## src/rtl/conv_mac_unit.sv

```systemverilog
// Signed multiply-accumulate convolution unit: accumulates KERNEL_N signal*weight
// products, adds a scaled bias, optionally rounds, shifts and saturates to OUT_W.
`timescale 1ns/1ps
module conv_mac_unit #(
    parameter int DATA_W     = 8,
    parameter int WEIGHT_W   = 8,
    parameter int BIAS_W     = 8,
    parameter int KERNEL_N   = 9,
    parameter int ACC_W      = 24,
    parameter int BIAS_SHIFT = 6,
    parameter int SHIFT      = 9,
    parameter int OUT_W      = 8
) (
    input  logic                clk,
    input  logic                reset_n,
    input  logic                clear,
    input  logic                sat_en,
    input  logic                round_en,
    input  logic [BIAS_W-1:0]   bias,
    input  logic                in_valid,
    output logic                in_ready,
    input  logic [DATA_W-1:0]   in_signal,
    input  logic [WEIGHT_W-1:0] in_weight,
    output logic                out_valid,
    input  logic                out_ready,
    output logic [OUT_W-1:0]    out_data,
    output logic                out_sat
);

    localparam int PROD_W = DATA_W + WEIGHT_W;
    localparam int CNT_W  = $clog2(KERNEL_N + 1);
    localparam int W_A    = (ACC_W > BIAS_W + BIAS_SHIFT) ? ACC_W : BIAS_W + BIAS_SHIFT;
    localparam int W_B    = (W_A > SHIFT + 1) ? W_A : SHIFT + 1;
    // Two spare bits keep the bias/round additions from overflowing the final sum.
    localparam int SUM_W  = ((W_B > OUT_W) ? W_B : OUT_W) + 2;

    localparam logic signed [SUM_W-1:0] OUT_MAX = {{(SUM_W-OUT_W+1){1'b0}}, {(OUT_W-1){1'b1}}};
    localparam logic signed [SUM_W-1:0] OUT_MIN = {{(SUM_W-OUT_W+1){1'b1}}, {(OUT_W-1){1'b0}}};

    localparam logic [1:0] IDLE   = 2'd0;
    localparam logic [1:0] ACCUM  = 2'd1;
    localparam logic [1:0] FINISH = 2'd2;
    localparam logic [1:0] OUT    = 2'd3;

    logic [1:0]        state_q, state_d;
    logic [ACC_W-1:0]  acc_q, acc_d;
    logic [CNT_W-1:0]  tap_cnt_q, tap_cnt_d;
    logic [BIAS_W-1:0] bias_q, bias_d;
    logic [OUT_W-1:0]  out_data_q, out_data_d;
    logic              out_sat_q, out_sat_d;

    logic signed [PROD_W-1:0] prod;
    logic [ACC_W-1:0]         prod_ext;
    logic [SUM_W-1:0]         acc_ext, bias_sh, rnd, sum;
    logic signed [SUM_W-1:0]  res;
    logic [OUT_W-1:0]         res_data;
    logic                     res_sat;
    logic                     tap_xfer;

    assign in_ready  = ((state_q == IDLE) || (state_q == ACCUM)) && !clear;
    assign tap_xfer  = in_valid && in_ready;
    assign out_valid = (state_q == OUT);
    assign out_data  = out_data_q;
    assign out_sat   = out_sat_q;

    always_comb begin
        prod     = $signed(in_signal) * $signed(in_weight);
        prod_ext = {{(ACC_W-PROD_W){prod[PROD_W-1]}}, prod};
        acc_ext  = {{(SUM_W-ACC_W){acc_q[ACC_W-1]}}, acc_q};
        bias_sh  = {{(SUM_W-BIAS_W){bias_q[BIAS_W-1]}}, bias_q} << BIAS_SHIFT;
        rnd      = round_en ? ({{(SUM_W-1){1'b0}}, 1'b1} << (SHIFT - 1)) : '0;
        sum      = acc_ext + bias_sh + rnd;
        res      = $signed(sum) >>> SHIFT;
    end

    always_comb begin
        res_data = res[OUT_W-1:0];
        res_sat  = 1'b0;
        if (sat_en) begin
            if (res > OUT_MAX) begin
                res_data = OUT_MAX[OUT_W-1:0];
                res_sat  = 1'b1;
            end else if (res < OUT_MIN) begin
                res_data = OUT_MIN[OUT_W-1:0];
                res_sat  = 1'b1;
            end
        end
    end

    always_comb begin
        state_d    = state_q;
        acc_d      = acc_q;
        tap_cnt_d  = tap_cnt_q;
        bias_d     = bias_q;
        out_data_d = out_data_q;
        out_sat_d  = out_sat_q;
        if (clear) begin
            state_d   = IDLE;
            acc_d     = '0;
            tap_cnt_d = '0;
        end else begin
            case (state_q)
                IDLE: begin
                    if (tap_xfer) begin
                        acc_d     = prod_ext;
                        bias_d    = bias;
                        tap_cnt_d = CNT_W'(1);
                        state_d   = (KERNEL_N == 1) ? FINISH : ACCUM;
                    end
                end
                ACCUM: begin
                    if (tap_xfer) begin
                        acc_d     = acc_q + prod_ext;
                        tap_cnt_d = tap_cnt_q + CNT_W'(1);
                        if (tap_cnt_q == CNT_W'(KERNEL_N - 1)) begin
                            state_d = FINISH;
                        end
                    end
                end
                FINISH: begin
                    out_data_d = res_data;
                    out_sat_d  = res_sat;
                    tap_cnt_d  = '0;
                    state_d    = OUT;
                end
                default: begin
                    if (out_ready) begin
                        state_d = IDLE;
                    end
                end
            endcase
        end
    end

    always_ff @(posedge clk or negedge reset_n) begin
        if (!reset_n) begin
            state_q    <= IDLE;
            acc_q      <= '0;
            tap_cnt_q  <= '0;
            bias_q     <= '0;
            out_data_q <= '0;
            out_sat_q  <= 1'b0;
        end else begin
            state_q    <= state_d;
            acc_q      <= acc_d;
            tap_cnt_q  <= tap_cnt_d;
            bias_q     <= bias_d;
            out_data_q <= out_data_d;
            out_sat_q  <= out_sat_d;
        end
    end

endmodule

```

## config.mk

```make
export PLATFORM = sky130hd
export DESIGN_NAME = conv_mac_unit
export DESIGN_NICKNAME = d
export VERILOG_FILES = /design/src/rtl/conv_mac_unit.sv
export SDC_FILE = /design/constraint.sdc
export NUM_CORES = 1
export LEC_CHECK = 0
export CORE_MARGIN = 8
export CORE_UTILIZATION = 40
export CTS_BUF_LIST = sky130_fd_sc_hd__clkbuf_4 sky130_fd_sc_hd__clkbuf_8 sky130_fd_sc_hd__clkbuf_16
export CTS_CLUSTER_DIAMETER = 30
export DETAILED_ROUTE_END_ITERATION = 16
export GPL_TIMING_DRIVEN = 0
export PLACE_DENSITY_LB_ADDON = 0.12
export SLEW_MARGIN = 5
export SYNTH_ARGS = -nofsm -noshare
export SYNTH_HDL_FRONTEND = slang
export SYNTH_SLANG_ARGS = --single-unit
export TNS_END_PERCENT = 30
```

## constraint.sdc

```tcl
create_clock -name clk -period 4.05 [get_ports clk]
set_input_delay 1.215 -clock clk [delete_from_list [all_inputs] [get_ports clk]]
set_output_delay 1.215 -clock clk [all_outputs]
set_load 0.03 [all_outputs]
```

==> results of run 1 <==
[cell usage in the layout, fill, tap and decap left out, types with 7 or more instances in the layout]
cell and n:
sky130_fd_sc_hd__inv_1 90, sky130_fd_sc_hd__ha_1 68, sky130_fd_sc_hd__fa_1 51, sky130_fd_sc_hd__nand2_1 47, sky130_fd_sc_hd__dfrtp_1 47, sky130_fd_sc_hd__a21oi_1 43, sky130_fd_sc_hd__buf_4 42, sky130_fd_sc_hd__and2_1 36
sky130_fd_sc_hd__xnor2_1 32, sky130_fd_sc_hd__nor2_1 27, sky130_fd_sc_hd__clkdlybuf4s50_1 24, sky130_fd_sc_hd__a21o_1 21, sky130_fd_sc_hd__ha_4 21, sky130_fd_sc_hd__inv_2 15, sky130_fd_sc_hd__nand3_1 13, sky130_fd_sc_hd__o21ai_0 13
sky130_fd_sc_hd__o21ai_1 13, sky130_fd_sc_hd__a21oi_2 12, sky130_fd_sc_hd__nor2b_1 12, sky130_fd_sc_hd__xor2_1 12, sky130_fd_sc_hd__and2_4 11, sky130_fd_sc_hd__mux2_2 10, sky130_fd_sc_hd__buf_6 10, sky130_fd_sc_hd__o21ai_2 9
sky130_fd_sc_hd__mux2i_1 9, sky130_fd_sc_hd__clkbuf_1 8, sky130_fd_sc_hd__nand2b_1 8, sky130_fd_sc_hd__o21bai_1 7
[registers in the layout (all words and copies together) (netlist names)]
register	cells
out_data	8
bias_q	8
acc_q	24
state_q	2
tap_cnt_q	4
out_sat	1
[metrics by stage]
stage                     instances  hold WS (ns)
after floorplan                 753         0.456
after global placement         1014         0.470
after detailed placement       1015         0.485
after CTS                      1051         0.505
after global routing           1063         0.541
final                          1063         0.501
[layer usage]
metal	track usage (%)	routed length [um]
met1	19.2	7410
met2	25.4	7680
met3	1.59	387
met4	6.04	452
met5	0	0
[final cells by class]
type                    count  share of cell area [%]
inverters                 106                    4.60
repair buffers             82                    8.46
plain buffers              10                   0.432
clock inverters             3                   0.820
clock buffers               5                    1.44
flip-flops and latches     47                    13.5
well taps                 220                    3.17
multi-input cells         590                    67.6
[worst max-delay path: cells and delay by family]
family / cells / cell delay [ns]
xor gates and xnor gates: 2 / 0.41
adders and majority gates: 6 / 2.53
and+or+nand+nor: 1 / 0.15
buffers and inverters: 6 / 0.45
AOI/OAI and AO/OA: 10 / 1.63
[how the worst min path moves through the flow]
stage,start,to,depth (start not counted)
after global routing,out_data[7],out_data[7],1
after detailed placement,acc_q[2],acc_q[2],2
after global placement,acc_q[5],acc_q[5],2
after floorplan,acc_q[2],acc_q[2],2
final,acc_q[2],acc_q[2],2
after CTS,acc_q[2],acc_q[2],2
[kinds of logic after synthesis]
kind of cell | count (synthesis) | share of synthesized area [%]
mux | 19 | 3.01
buf+inv | 116 | 6.46
fa+ha+maj | 148 | 33.8
flops | 47 | 17.5
simple gates | 199 | 15.2
compound gates | 171 | 17.0
xor+xnor | 53 | 7.00
[timing repair]
item / 4_1_cts / 5_1_grt
pin swaps: 51 / 66
buffers inserted: 28 / 13
endpoints found under the setup margin: 30 / 29
gates resized for setup: 158 / 67
cloned: 0 / 0
hold endpoints to repair: 0 / 0
==> metrics.log, run 1 <==
[metrics] total via count in the routed design: 5458
[metrics] TritonCTS clock tree: done
[metrics] clock period minus worst slack: 6.22 ns
[metrics] DP Area: 7690 um2
[metrics] list of most frequent post-synthesis cells: 106 x sky130_fd_sc_hd__inv_1, 91 x sky130_fd_sc_hd__ha_1, 58 x sky130_fd_sc_hd__a21oi_1, 57 x sky130_fd_sc_hd__fa_1, 51 x sky130_fd_sc_hd__nand2_1
[metrics] global router's overall resource usage: around 15%
[metrics] area of the core region: 16500 um2
[metrics] Die Span X: 146 um
[metrics] source of the critical timing path: in_signal[6]
[metrics] Synth cell types: 55
[metrics] worst-case reg-to-reg path depth: 11
[metrics] diode count: 0
[metrics] global-route wire length before repair: around 27000 um
[metrics] number of global-route vias before repair: between 5000 and 6000
[metrics] syn nets: 932
[metrics] total grt overflow: 0
[metrics] clk buf depth: 2
[metrics] DP Worst Slack: -3.37 ns
[metrics] final layout net count: 1021
[metrics] maxcap violations: 0
[metrics] number of iterations in the first detailed-routing pass: 4
[metrics] area used by multi-input combinational logic: 5870 um2
[metrics] endpoint of the worst setup timing path: acc_q[18]
[metrics] die area: 21300 um2
[metrics] reg-to-reg critical path startpoint: bias_q[7]
[metrics] Worst path slowest cell: sky130_fd_sc_hd__fa_1
[metrics] final design utilization: around 53%
[metrics] worst-case setup margin in the final layout: -2.17 ns
[metrics] Crit path required time: 4.24 ns
[metrics] Avg Cell Area, Syn: approximately 9 um2
[metrics] Hold Crit Class: flip-flop to flip-flop
[metrics] fraction of layout cells with a size suffix above 1: 24.4%
[metrics] CTS H-tree depth: 2
[metrics] gp weighted congestion: approximately 0.86
[metrics] Initial Utilization: 40.8%
[metrics] average routed wire per standard cell: 15.0 um
[metrics] Gate Count Post-Synth: 753
[metrics] total wirelength of the detailed-routed design: 15900 um
[metrics] capture instance of the worst register-to-register path: out_data[2]
[metrics] number of enable flip-flop cells after synthesis: 0
[metrics] setup TNS: -32.73 ns
[metrics] filler cell count in the final layout: between 1000 and 1500
[metrics] routed vias/inst: just over 5
[metrics] Synth area leaders: sky130_fd_sc_hd__dfrtp_1 17%, sky130_fd_sc_hd__fa_1 17%, sky130_fd_sc_hd__ha_1 17%
[metrics] Worst setup EP type: flip-flop
[metrics] fmax: 0.161 GHz
[metrics] area share of the leading cell type in the synthesized netlist: 17.5%
[metrics] data arrival time of the critical path: 6.42 ns
[metrics] worst stage delay on the critical path: 0.52 ns
[metrics] Register-to-Register Setup Slack: 0.56 ns
[metrics] Final Hold Vio Count: 0
[metrics] final critical-path share of the clock period: 154%
[metrics] final non-filler cell area: roughly 8700 um2
[metrics] setup repair after global routing missed its margin: yes
[metrics] nature of the critical path startpoint: primary input
[metrics] worst slew margin relative to its limit: between 40% and 50%
[metrics] cell area after synthesis: slightly below 7000 um2
[metrics] clock-pin slew reported for the worst setup and hold paths after clock tree synthesis: 0.08 ns
[metrics] leading area contributor after synthesis: sky130_fd_sc_hd__dfrtp_1
[metrics] count of pins on the block boundary: 42
[metrics] sequential cell area fraction in the yosys report: 17.5%
[metrics] Post-DRT Antenna Nets: 0
[metrics] number of sinks on the clock net: 47
[metrics] commonest register cell after synthesis: sky130_fd_sc_hd__dfrtp_1
[metrics] Top cell by count, worst path: sky130_fd_sc_hd__fa_1
[metrics] estimated wirelength of the detail-placed design: between 10000 and 15000 um
[metrics] Async SR Flop Fraction: 100%
[metrics] critical setup path kind: primary input to flip-flop
[metrics] number of DRC violations after detailed routing: 0
[metrics] final number of max-transition violations: 0
[metrics] #FFs+latches synth: 47
[metrics] sequential cell area: 1180 um2
[metrics] overall die height: 146 um
[metrics] total of buffers placed on input and output ports: 41
[metrics] crit-path max FO: 5
[metrics] count of standard-cell rows: 47
[metrics] number of buffers inserted for hold repair after clock tree synthesis: 0
[metrics] largest net degree at the start of global routing: 26
[metrics] most used standard cell by instance count after synthesis: sky130_fd_sc_hd__inv_1
[metrics] antenna violations before repair: 0
[metrics] failing checks: setup timing
[metrics] status: finished with violations
[metrics] clock latency reported for the late side of the worst-skew pair: around 0.3 ns
[metrics] measured slew at the worst slew-check pin: 0.843 ns
[metrics] total setup violations reported at the end of the flow: 28
[metrics] area growth from synthesis to layout: 29.0%
[metrics] yosys warns: 0
[metrics] Detailed Route Iter0 Violations: 139
[metrics] TritonCTS Buffers: 5
[metrics] clock root buffer master: sky130_fd_sc_hd__clkbuf_16
[metrics] clock skew after layout: 0.0145 ns
Power of run 1 is not shown: default switching activity piles up to over one toggle a cycle in this logic, so the estimate is an artifact.
==> inputs of run 2 (changes only) <==
Settings changed: CORE_UTILIZATION 40 to 50.
==> metrics.log, run 2 (same netlist as run 1, synthesis figures left out) <==
[metrics] status: finished with violations
[metrics] failing checks: setup timing
[metrics] Post-DRT Antenna Nets: 0
[metrics] register with the most flip-flops: acc_q
[metrics] Detailed Route Iter0 Violations: 222
[metrics] die area: 17400 um2
[metrics] Crit path required time: ~4.2 ns
[metrics] worst stage delay on the critical path: between 0.5 and 0.6 ns
[metrics] final critical-path share of the clock period: 156%
[metrics] crit path buf inv count: 6
[metrics] maxcap violations: 0
[metrics] number of global-route vias before repair: approximately 6000
[metrics] gp weighted congestion: 0.881
[metrics] number of DRC violations after detailed routing: 0
[metrics] clock-pin slew reported for the worst setup and hold paths after clock tree synthesis: 0.07 ns
[metrics] critical hold path startpoint: acc_q[3]
[metrics] antenna violations before repair: 0
[metrics] routed vias/inst: 5.47
[metrics] critical setup path kind: primary input to flip-flop
[metrics] crit-path max FO: 5
[metrics] global router's overall resource usage: 18.0%
[metrics] area of the core region: 13200 um2
[metrics] Worst path slowest cell: sky130_fd_sc_hd__fa_1
[metrics] TritonCTS clock tree: done
[metrics] clock period minus worst slack: 6.34 ns
[metrics] worst-case setup margin in the final layout: -2.29 ns
[metrics] global-route wire length before repair: 26800 um
[metrics] total setup violations reported at the end of the flow: 19
[metrics] data arrival time of the critical path: 6.52 ns
[metrics] TritonCTS Buffers: 5
[metrics] area growth from synthesis to layout: 23.4%
[metrics] Die Span X: 132 um
[metrics] setup repair after global routing missed its margin: yes
[metrics] fmax: 0.158 GHz
[metrics] number of iterations in the first detailed-routing pass: 4
[metrics] diode count: 0
[metrics] Hold Crit Class: flip-flop to flip-flop
[metrics] clock latency reported for the late side of the worst-skew pair: just under 0.3 ns
[metrics] reg-to-reg critical path startpoint: bias_q[7]
[metrics] nature of the critical path startpoint: primary input
[metrics] DP Worst Slack: -3.28 ns
[metrics] cell family with the largest share of critical-path delay: adder cells
[metrics] largest net degree at the start of global routing: 29
[metrics] fraction of layout cells with a size suffix above 1: 20.2%
[metrics] number of buffers inserted for hold repair after clock tree synthesis: 0
[metrics] Final Hold Vio Count: 0
[metrics] count of standard-cell rows: 42
[metrics] estimated wirelength of the detail-placed design: roughly 12000 um
[metrics] overall die height: 132 um
[metrics] number of flip-flops under the largest register name: 24
[metrics] clk buf depth: 2
[metrics] Top cell by count, worst path: sky130_fd_sc_hd__fa_1
[metrics] clock skew after layout: 0.0130 ns
[metrics] count of pins on the block boundary: 42
[metrics] number of sinks on the clock net: 47
[metrics] Initial Utilization: 51.1%
[metrics] worst slew margin relative to its limit: 45.9%
[metrics] average routed wire per standard cell: 15.6 um
[metrics] setup TNS: -32.06 ns
[metrics] total of buffers placed on input and output ports: 41
[metrics] total wirelength of the detailed-routed design: 15700 um
[metrics] measured slew at the worst slew-check pin: slightly above 0.8 ns
[metrics] CTS H-tree depth: 2
[metrics] most used cells in the layout excluding fill and tap cells: 96 x sky130_fd_sc_hd__inv_1, 71 x sky130_fd_sc_hd__ha_1, 54 x sky130_fd_sc_hd__fa_1, 49 x sky130_fd_sc_hd__nand2_1, 47 x sky130_fd_sc_hd__dfrtp_1
[metrics] total via count in the routed design: 5510
[metrics] final layout net count: slightly above 1000
[metrics] most common cell after layout, fill and taps aside: sky130_fd_sc_hd__inv_1
[metrics] Worst setup EP type: flip-flop
[metrics] clock root buffer master: sky130_fd_sc_hd__clkbuf_16
[metrics] source of the critical timing path: in_weight[2]
[metrics] total grt overflow: 0
[metrics] final number of max-transition violations: 0
[metrics] hold slack final: ~0.5 ns
## run 2: changes by cell type in the layout (fill, tap and decap cells not counted), moves of 4 or more
cell and change:
sky130_fd_sc_hd__inv_2 -5, sky130_fd_sc_hd__buf_4 -9, sky130_fd_sc_hd__inv_1 +6, sky130_fd_sc_hd__buf_6 -4
## run 2: per-layer routing
layer	GRT usage, %	share of wire, %	vias up
met2	32.4	50	113
met5	0	0	-
met3	1.83	2.8	21
met1	22.0	45	2675
met4	5.49	2.1	0
li1	-	-	2701
## run 2: through the flow
step                instances  cell area [um2]  util (%)
global placement          970             7620      57.8
detailed placement        971             7640      57.9
floorplan                 753             6990         -
finish                   1007             8310      63.0
global route             1007             8310      63.0
CTS                       999             8120      61.6
## run 2: worst paths after layout
path                            slack, ns          end  cells past startpoint
worst max-delay path                -2.29    acc_q[18]                     25
worst min-delay path                 0.49     acc_q[3]                      2
worst max register to register       0.61  out_data[2]                     11
worst min register to register       0.49     acc_q[3]                      2
max in group asynchronous            2.67    acc_q[18]                      2
min in group asynchronous            0.87   state_q[0]                      1
## run 2: final cells by class
type / instances / area, um2
Buffer: 10 / 37.5
Inverter: 106 / 398
Timing Repair Buffer: 70 / 628
Multi-Input combinational cell: 590 / 5700
Clock inverter: 1 / 8.76
Fill cell: 1083 / 4880
Clock buffer: 7 / 146
Tap cell: 176 / 220
Sequential cell: 47 / 1180
## run 2: worst register-to-register path: cells and delay by family, from the launching register on
family,cells,cell delay [ns]
compound gates,5,1.20
simple gates,3,0.65
xor+xnor,1,0.17
flops,1,0.63
fa+ha+maj,2,0.73
## run 2: repair_timing
item | CTS | global route
endpoints found under the setup margin | 30 | 30
setup buffers | 21 | 8
gates resized for setup | 139 | 34
pin swaps | 47 | 38
hold endpoints to repair | 0 | 0
Power of run 2 is left out for the same reason.
